[src/rtl/xt_hb_rw_arbiter_if.sv]
// HB arbiter bus bundle: per-master read/write requests and finishes in, grants and status out.
// The slave modport is the arbiter side; the master modport is the requester/controller side.
interface xt_hb_rw_arbiter_if #(
    parameter int MASTER_NUM = 2
);
    logic [MASTER_NUM-1:0] read_req;
    logic [MASTER_NUM-1:0] write_req;
    logic                  read_finish;
    logic                  write_finish;
    logic [MASTER_NUM-1:0] read_grant;
    logic [MASTER_NUM-1:0] write_grant;
    logic                  read_busy;
    logic                  write_busy;
    logic                  read_timeout;
    logic                  write_timeout;

    modport master (
        output read_req, write_req, read_finish, write_finish,
        input  read_grant, write_grant, read_busy, write_busy, read_timeout, write_timeout
    );

    modport slave (
        input  read_req, write_req, read_finish, write_finish,
        output read_grant, write_grant, read_busy, write_busy, read_timeout, write_timeout
    );
endinterface

[src/rtl/xt_hb_rw_arbiter.sv]
// Full-duplex round-robin HB arbiter: independent read/write channels with bounded bursts and a
// stall watchdog. Define XT_HB_ARB_CORE_PRIO_EN to give master 0 absolute priority and unbounded bursts.
module xt_hb_rw_arbiter #(
    parameter int MASTER_NUM = 2,
    parameter int MAX_HOLD   = 4,
    parameter int TIMEOUT    = 255
) (
    input logic              clk,
    input logic              rst_sync,
    xt_hb_rw_arbiter_if.slave bus
);
    localparam int unsigned MN = MASTER_NUM;
    localparam int PW = (MASTER_NUM > 1) ? $clog2(MASTER_NUM) : 1;
    localparam int HW = (MAX_HOLD > 1) ? $clog2(MAX_HOLD) : 1;
    localparam int WW = $clog2(TIMEOUT);

    typedef enum logic {IDLE, GRANT} state_t;

    logic [MASTER_NUM-1:0] req_c [2];
    logic                  fin_c [2];

    // Channel 0 is read, channel 1 is write; both run the same logic with no shared state.
    always_comb begin
        req_c[0] = bus.read_req;
        req_c[1] = bus.write_req;
        fin_c[0] = bus.read_finish;
        fin_c[1] = bus.write_finish;
    end

    for (genvar c = 0; c < 2; c++) begin : g_ch
        state_t                state_q;
        logic [MASTER_NUM-1:0] grant_q;
        logic [PW-1:0]         ptr_q;
        logic [PW-1:0]         gidx_q;
        logic [HW-1:0]         hcnt_q;
        logic [WW-1:0]         wcnt_q;
        logic                  timeout_q;

        logic [PW-1:0] sel;
        logic [PW-1:0] idx;
        logic          sel_vld;
        logic [PW-1:0] ptr_nxt;
        logic          req_g;
        logic          hold_more;
        logic          burst_more;
        logic          wd_expired;

        always_comb begin
            sel     = '0;
            idx     = '0;
            sel_vld = 1'b0;
            for (int unsigned i = 0; i < MN; i++) begin
                idx = PW'((32'(ptr_q) + i) % MN);
                if (!sel_vld && req_c[c][idx]) begin
                    sel     = idx;
                    sel_vld = 1'b1;
                end
            end
`ifdef XT_HB_ARB_CORE_PRIO_EN
            if (req_c[c][0]) begin
                sel     = '0;
                sel_vld = 1'b1;
            end
`endif
            ptr_nxt    = (32'(gidx_q) == MN - 1) ? '0 : gidx_q + 1'b1;
            req_g      = |(grant_q & req_c[c]);
            hold_more  = (32'(hcnt_q) + 1) < 32'(MAX_HOLD);
            wd_expired = (wcnt_q == WW'(TIMEOUT - 1));
`ifdef XT_HB_ARB_CORE_PRIO_EN
            burst_more = hold_more || (gidx_q == '0);
`else
            burst_more = hold_more;
`endif
        end

        always_ff @(posedge clk) begin
            if (rst_sync) begin
                state_q   <= IDLE;
                grant_q   <= '0;
                ptr_q     <= '0;
                gidx_q    <= '0;
                hcnt_q    <= '0;
                wcnt_q    <= '0;
                timeout_q <= 1'b0;
            end else begin
                timeout_q <= 1'b0;
                case (state_q)
                    IDLE: begin
                        if (sel_vld) begin
                            state_q <= GRANT;
                            grant_q <= MASTER_NUM'(1) << sel;
                            gidx_q  <= sel;
                            hcnt_q  <= '0;
                            wcnt_q  <= '0;
                        end
                    end
                    GRANT: begin
                        // A finish always beats the watchdog in the same cycle.
                        if (!fin_c[c] && wd_expired) begin
                            state_q   <= IDLE;
                            grant_q   <= '0;
                            ptr_q     <= '0;
                            timeout_q <= 1'b1;
                        end else if (fin_c[c]) begin
                            if (burst_more) begin
                                if (hold_more) hcnt_q <= hcnt_q + 1'b1;
                                wcnt_q <= '0;
                            end else begin
                                state_q <= IDLE;
                                grant_q <= '0;
                                ptr_q   <= ptr_nxt;
                            end
                        end else if (!req_g) begin
                            state_q <= IDLE;
                            grant_q <= '0;
                            ptr_q   <= ptr_nxt;
                        end else if (!wd_expired) begin
                            wcnt_q <= wcnt_q + 1'b1;
                        end
                    end
                    default: state_q <= IDLE;
                endcase
            end
        end
    end

    assign bus.read_grant    = g_ch[0].grant_q;
    assign bus.write_grant   = g_ch[1].grant_q;
    assign bus.read_busy     = (g_ch[0].state_q == GRANT);
    assign bus.write_busy    = (g_ch[1].state_q == GRANT);
    assign bus.read_timeout  = g_ch[0].timeout_q;
    assign bus.write_timeout = g_ch[1].timeout_q;
endmodule

[src/flat_wrapper.sv]
// flat-port wrapper written by rule: the top's interface ports become plain ports
module xt_hb_rw_arbiter_flat 
#(
    parameter int MASTER_NUM = 2,
    parameter int MAX_HOLD   = 4,
    parameter int TIMEOUT    = 255
)
  (clk, rst_sync, bus_read_req, bus_write_req, bus_read_finish, bus_write_finish, bus_read_grant, bus_write_grant, bus_read_busy, bus_write_busy, bus_read_timeout, bus_write_timeout);
  xt_hb_rw_arbiter_if #(.MASTER_NUM(MASTER_NUM)) bus_i ();
  input logic clk;
  input logic rst_sync;
  input wire logic [$bits(bus_i.read_req)-1:0] bus_read_req;
  input wire logic [$bits(bus_i.write_req)-1:0] bus_write_req;
  input wire logic [$bits(bus_i.read_finish)-1:0] bus_read_finish;
  input wire logic [$bits(bus_i.write_finish)-1:0] bus_write_finish;
  output wire logic [$bits(bus_i.read_grant)-1:0] bus_read_grant;
  output wire logic [$bits(bus_i.write_grant)-1:0] bus_write_grant;
  output wire logic [$bits(bus_i.read_busy)-1:0] bus_read_busy;
  output wire logic [$bits(bus_i.write_busy)-1:0] bus_write_busy;
  output wire logic [$bits(bus_i.read_timeout)-1:0] bus_read_timeout;
  output wire logic [$bits(bus_i.write_timeout)-1:0] bus_write_timeout;
  assign bus_i.read_req = bus_read_req;
  assign bus_i.write_req = bus_write_req;
  assign bus_i.read_finish = bus_read_finish;
  assign bus_i.write_finish = bus_write_finish;
  assign bus_read_grant = bus_i.read_grant;
  assign bus_write_grant = bus_i.write_grant;
  assign bus_read_busy = bus_i.read_busy;
  assign bus_write_busy = bus_i.write_busy;
  assign bus_read_timeout = bus_i.read_timeout;
  assign bus_write_timeout = bus_i.write_timeout;
  xt_hb_rw_arbiter #(.MASTER_NUM(MASTER_NUM), .MAX_HOLD(MAX_HOLD), .TIMEOUT(TIMEOUT)) u_core (.clk(clk), .rst_sync(rst_sync), .bus(bus_i));
endmodule
[config.mk]
export PLATFORM = sky130hd
export DESIGN_NAME = xt_hb_rw_arbiter_flat
export DESIGN_NICKNAME = d
export VERILOG_FILES = /design/src/rtl/xt_hb_rw_arbiter_if.sv /design/src/rtl/xt_hb_rw_arbiter.sv /design/src/flat_wrapper.sv
export SDC_FILE = /design/constraint.sdc
export NUM_CORES = 1
export LEC_CHECK = 0
export CAP_MARGIN = 20
export CORE_MARGIN = 5
export CORE_UTILIZATION = 62
export CTS_BUF_LIST = sky130_fd_sc_hd__clkbuf_8
export DETAILED_ROUTE_END_ITERATION = 7
export HOLD_SLACK_MARGIN = 0.12
export MAX_ROUTING_LAYER = met4
export PLACE_DENSITY_LB_ADDON = 0.12
export SLEW_MARGIN = 30
export SYNTH_ARGS = -nofsm -noshare
export SYNTH_HDL_FRONTEND = slang
export SYNTH_SLANG_ARGS = --single-unit
[constraint.sdc]
create_clock -name clk -period 4 [get_ports clk]
set_clock_uncertainty 0.2 [all_clocks]
set_input_delay 0.8 -clock clk [delete_from_list [all_inputs] [get_ports clk]]
set_output_delay 0.8 -clock clk [all_outputs]
set_load 0.01 [all_outputs]
; Yosys cells after proc, flatten, opt, wreduce, memory -nomap -nowiden
; Cells that the tools add are included.
[totals]
ff_bits = 32
in_bits = 8
output_inout_bits = 8
wordCells = 158
[op_classes]
n_addsub = 10
order_cmp = 6
eq_ne = 24
shift = 2
n_mux = 76
bitwise = 4
n_reduce_logical = 22
[op_table]
columns = cell, count
row1 = $mux 8, 12
row2 = $lt 32x3->1 const B, 2
row3 = $mux 1, 38
row4 = $mux 2, 18
row5 = $pmux 8 s2, 2
row6 = $ne 3x3->1 const B, 10
row7 = $add 8x1->8 const B, 2
row8 = $eq 8x8->1 const B, 2
row9 = $ne 4x4->1 const B, 4
row10 = $pmux 2 s2, 4
row11 = $ne 2x2->1 const B, 6
row12 = $reduce_and 3->1, 4
row13 = $reduce_and 5->1, 2
row14 = $lt 1x2->1 const B, 4
row15 = $reduce_and 4->1, 2
row16 = $reduce_or 2->1, 4
row17 = $add 2x1->3 const B, 2
row18 = $add 1x1->1 const B, 4
row19 = $add 2x1->2 const B, 2
row20 = $and 2x2->2, 2
row21 = $logic_and 1x1->1, 4
row22 = $logic_not 1->1, 4
row23 = $ne 2x1->1 const B, 2
row24 = $pmux 1 s2, 2
row25 = 3 further kinds, 6

; Depth between registers and ports, before layout
[logic_depth]
word_depth = 9
mapped_depth = 8
ltp_nobuf = 7

; Worst setup path before layout
; OpenSTA, ideal clock, no wires.
[synth_path]
kind = input to register
start = in bus_write_finish
end = reg u_core.g_ch[1].wcnt_q[6]
setup_time_ns = 0.070
arrival_ns = 1.854
required_time_ns = 3.730
path_slack_ns = 1.875
stages = 5
n_path_buf = 0
path_cell_list = nand2b_2 nor2_4 a21oi_4 or4_1 a21oi_1
[synth_via]
elab_chain_len = 4
elab_cells_between_ends = 10
cone_classes = eq/ne (4) / mux (3) / reduce/logical (3)
[synth_rtl]
columns = item, line
row1 = "start, declared", flat_wrapper.sv:15  ; input wire logic [$bits(bus_i.write_finish)-1:0] bus_write_finish;
row2 = $logic_not 1->1, xt_hb_rw_arbiter.sv:99  ; if (!fin_c[c] && wd_expired) begin
row3 = $logic_and 1x1->1, xt_hb_rw_arbiter.sv:99
row4 = $ne 2x2->1 (no line), --
row5 = $reduce_and 5->1 (no line), --
row6 = "end signal, assigned", xt_hb_rw_arbiter.sv:118  ; wcnt_q <= wcnt_q + 1'b1;
row7 = "end, declared", xt_hb_rw_arbiter.sv:36  ; logic [WW-1:0] wcnt_q;
; Parallel ways exist; a longest one is shown, timed or not. The select of a mux whose other input is x is not followed.
; A chain may end at the register's enable or synchronous reset.

; Final worst setup path
[layout_path]
start = in bus_read_req[1]
end = reg u_core.g_ch[0].wcnt_q[7]
[layout_via]
elab_chain_len = 8
elab_cells_between_ends = 13
cone_classes = eq/ne (2) / mux (6) / bitwise (1) / reduce/logical (4)
[layout_rtl]
columns = item, line
row1 = "start, declared", flat_wrapper.sv:12  ; input wire logic [$bits(bus_i.read_req)-1:0] bus_read_req;
row2 = $mux 1 (not written as such) (2 in series), xt_hb_rw_arbiter.sv:54  ; if (!sel_vld && req_c[c][idx]) begin
row3 = $mux 1, xt_hb_rw_arbiter.sv:54
row4 = $logic_not 1->1, xt_hb_rw_arbiter.sv:54
row5 = $logic_and 1x1->1, xt_hb_rw_arbiter.sv:54
row6 = $mux 1, xt_hb_rw_arbiter.sv:54
row7 = $ne 2x1->1 (no line), --
row8 = $reduce_and 5->1 (no line) (*), --
row9 = "end signal, assigned", xt_hb_rw_arbiter.sv:118
row10 = "end, declared", xt_hb_rw_arbiter.sv:36
; Mark *: on every way between the ends. The rest lies on a longest branch, timed or not. The select of a mux whose other input is x is not followed.

==> flow_metrics.tcl <==
set metrics [dict create \
    status "finished clean" \
    clock.fmax_mhz 390 \
    crit_slowest_cell "clkdlybuf4s50_1" \
    drt-met1-wl_mm 1.41 \
    finalHoldViolations 0 \
    cts_tree "yes" \
    timing.final.crit_period_ns 2.57 \
    hold_buffers 0 \
    async_flop_share 0 \
    antenna_found_initial 0 \
    fin_nets 217 \
    synth_most_common_cell "dfxtp_1" \
    yosysWarnings 0 \
    cap_violations 0 \
    synthXorXnorAreaFrac 0 \
    place_area_sq_um 1730 \
    synth_top_family_by_area "simple AND/OR/NAND/NOR gates" \
    synth_mux_area_frac 0.0192 \
    path_clk_slew_ns 0.07 \
    fin_crit_sh 0.641 \
    dp_hpwl_mm 2.36 \
    clockBufferDepth 2 \
    yosysSeqAreaShare 0.410 \
    critPathBufInv 1 \
    slew_headroom 0.639 \
    n_antenna_cell 0 \
    grt_setup_unrepaired "no" \
    drc 0 \
    ys_ff_latch 32 \
    setup_violations 0 \
    overflow 0 \
    clock_latency_ns 0.28 \
    start_util 0.637 \
    wl_per_cell_um 14.2 \
    tightest_slew_ns 0.538 \
    wl_met2_mm 1.73 \
    synth_top_cell_area_share 0.410 \
    wl_met3_um 148 \
    routed_wl_mm 3.33 \
    cts_sinks 32 \
    slew_viol_final 0 \
    crit_path_max_incr_delay_ns 0.54 \
    grt_pass1_vias 1443 \
    power.density_nw_per_um2 371 \
    io-pin-count 16 \
    dr.max_layer_used "met4" \
    synth_cell_types 41 \
    required_ns 4.01 \
    synth_common_cells "dfxtp_1 (32), nor2_1 (21), a21oi_1 (19), nand2_1 (11), o21ai_0 (11)" \
    dr_total_vias 1445 \
    grt_max_degree 35 \
    synth-edff-count 0 \
    start_kind "input pin" \
    via_per_inst 6.18 \
    syn_to_final_growth_pct 16.5 \
    p_leak_nw 0.649 \
    die-area_sq_um 3630 \
    synth_top_area_cell "dfxtp_1" \
    io_buffers 15 \
    min_path_type "reg2reg" \
    cts_buffers 5 \
    cts_resized 0 \
    synth.area.top_cells "dfxtp_1 (41%), a21oi_1 (6.1%), nor2_1 (5.0%)" \
    power.total_mw 0.675 \
    ir_worst_vdd_mv 0.400 \
    syn_inst 187 \
    cts_setup_buffers 0 \
    fin_tns_setup_ns 0 \
    ys.flop_type "dfxtp_1" \
    place.gp.congestion 0.862 \
    syn_area_sq_um 1560 \
    crit_path_max_fanout 11 \
    postRouteAntennaNets 0 \
    crit_path_cell_trace "clkdlybuf4s50_1 -> a22o_1 -> o21ai_0 -> o21a_1 -> or4b_1 -> a21oi_1" \
    synthAdderAreaFrac 0.0480 \
    final.setup.worst_slack_ns 1.43 \
    fp.coreArea_sq_um 2450 \
    crit_path_end_kind "flop" \
    h-tree-depth 2 \
    firstDrtPassIters 4 \
    grt_pass1_wl_mm 5.80 \
    final_cell_area_sq_um 1820 \
    arrival_ns 2.58 \
    crit_type "in2reg" \
    drt_first_iter_violations 62 \
    drive_gt1_frac 0.0637 \
    synth_compound_area_frac 0.218 \
    holdWs_ns 0.261 \
    post-place-ws_ns 1.17 \
    grt_usage 0.215 \
    synth_fp_nets 201 \
    rows 18 \
    die_w_um 60.2 \
    cp_top_family "compound AO/OA/AOI/OAI gates" \
    avgSynthCellArea_sq_um 8.36 \
    synthSimpleGateAreaFrac 0.269 \
    die_y_um 60.2 \
    cts.root.buffer_cell "clkbuf_8" \
]
kinds of logic after synthesis:
family / Yosys count
AO/OA/AOI/OAI: 52
buffers and inverters: 14
adder cells (fa/ha/maj): 6
multiplexers: 3
flip-flops: 32
AND/OR/NAND/NOR: 80
registers in the layout, indices dropped and copies added (netlist names):
signal                    flops
u_core.g_ch.hcnt_q            4
u_core.bus.write_timeout      1
u_core.bus.read_busy          1
u_core.g_ch.ptr_q             2
u_core.g_ch.gidx_q            2
u_core.bus.read_grant         2
u_core.bus.write_grant        2
u_core.g_ch.wcnt_q           16
u_core.bus.read_timeout       1
u_core.bus.write_busy         1
where the power goes:
part           switching (mW)  leakage (nW)  internal, mW
registers             0.00931         0.260         0.328
logic                  0.0459         0.339        0.0360
clock network           0.118        0.0510         0.137
cells in the final DEF, fill, tap and decap left out, types with 7 or more instances in the layout:
| cell type | count |
|---|---|
| clkdlybuf4s50_1 | 15 |
| inv_1 | 7 |
| dfxtp_1 | 32 |
| o21ai_0 | 11 |
| a21oi_1 | 19 |
| nor2_1 | 21 |
| nand2_1 | 11 |
| nand3_1 | 9 |
| nand2b_1 | 9 |
per-layer routing:
metal  track usage  vias to the layer above
met2         0.366                       39
met5             -                        -
met3        0.0454                        6
met4         0.117                        0
li1              -                      715
met1         0.231                      685
path summary, 6_finish.rpt:
kind,cells past startpoint,slack [ns],from,to
worst min-delay path,2,0.26,u_core.g_ch[1].ptr_q$_SDFFE_PP0P_,u_core.g_ch[1].ptr_q$_SDFFE_PP0P_
worst max-delay path,6,1.43,bus_read_req[1],u_core.g_ch[0].wcnt_q[7]$_SDFFE_PP0P_
worst min register to register,2,0.26,u_core.g_ch[1].ptr_q$_SDFFE_PP0P_,u_core.g_ch[1].ptr_q$_SDFFE_PP0P_
worst max register to register,7,1.83,u_core.g_ch[0].wcnt_q[0]$_SDFFE_PP0P_,u_core.g_ch[0].wcnt_q[7]$_SDFFE_PP0P_
worst min-delay path, stage by stage (launching register included):
cell and delay (ns):
dfxtp_1 0.31, nand2_1 0.05, a21oi_1 0.05
layout make-up:
class	count	area (sq um)
Multi-Input combinational cell	141	867
Sequential cell	32	641
Fill cell	195	633
Timing Repair Buffer	16	158
Clock buffer	6	82.6
Tap cell	30	37.5
Inverter	7	26.3
Clock inverter	2	10.0
metrics by stage:
stage | utilization | cells
after floorplan | - | 187
after global routing | 0.742 | 234
after global placement | 0.704 | 226
after detailed placement | 0.704 | 226
after CTS | 0.742 | 234
final | 0.742 | 234
(Power assumes the default switching activity.)
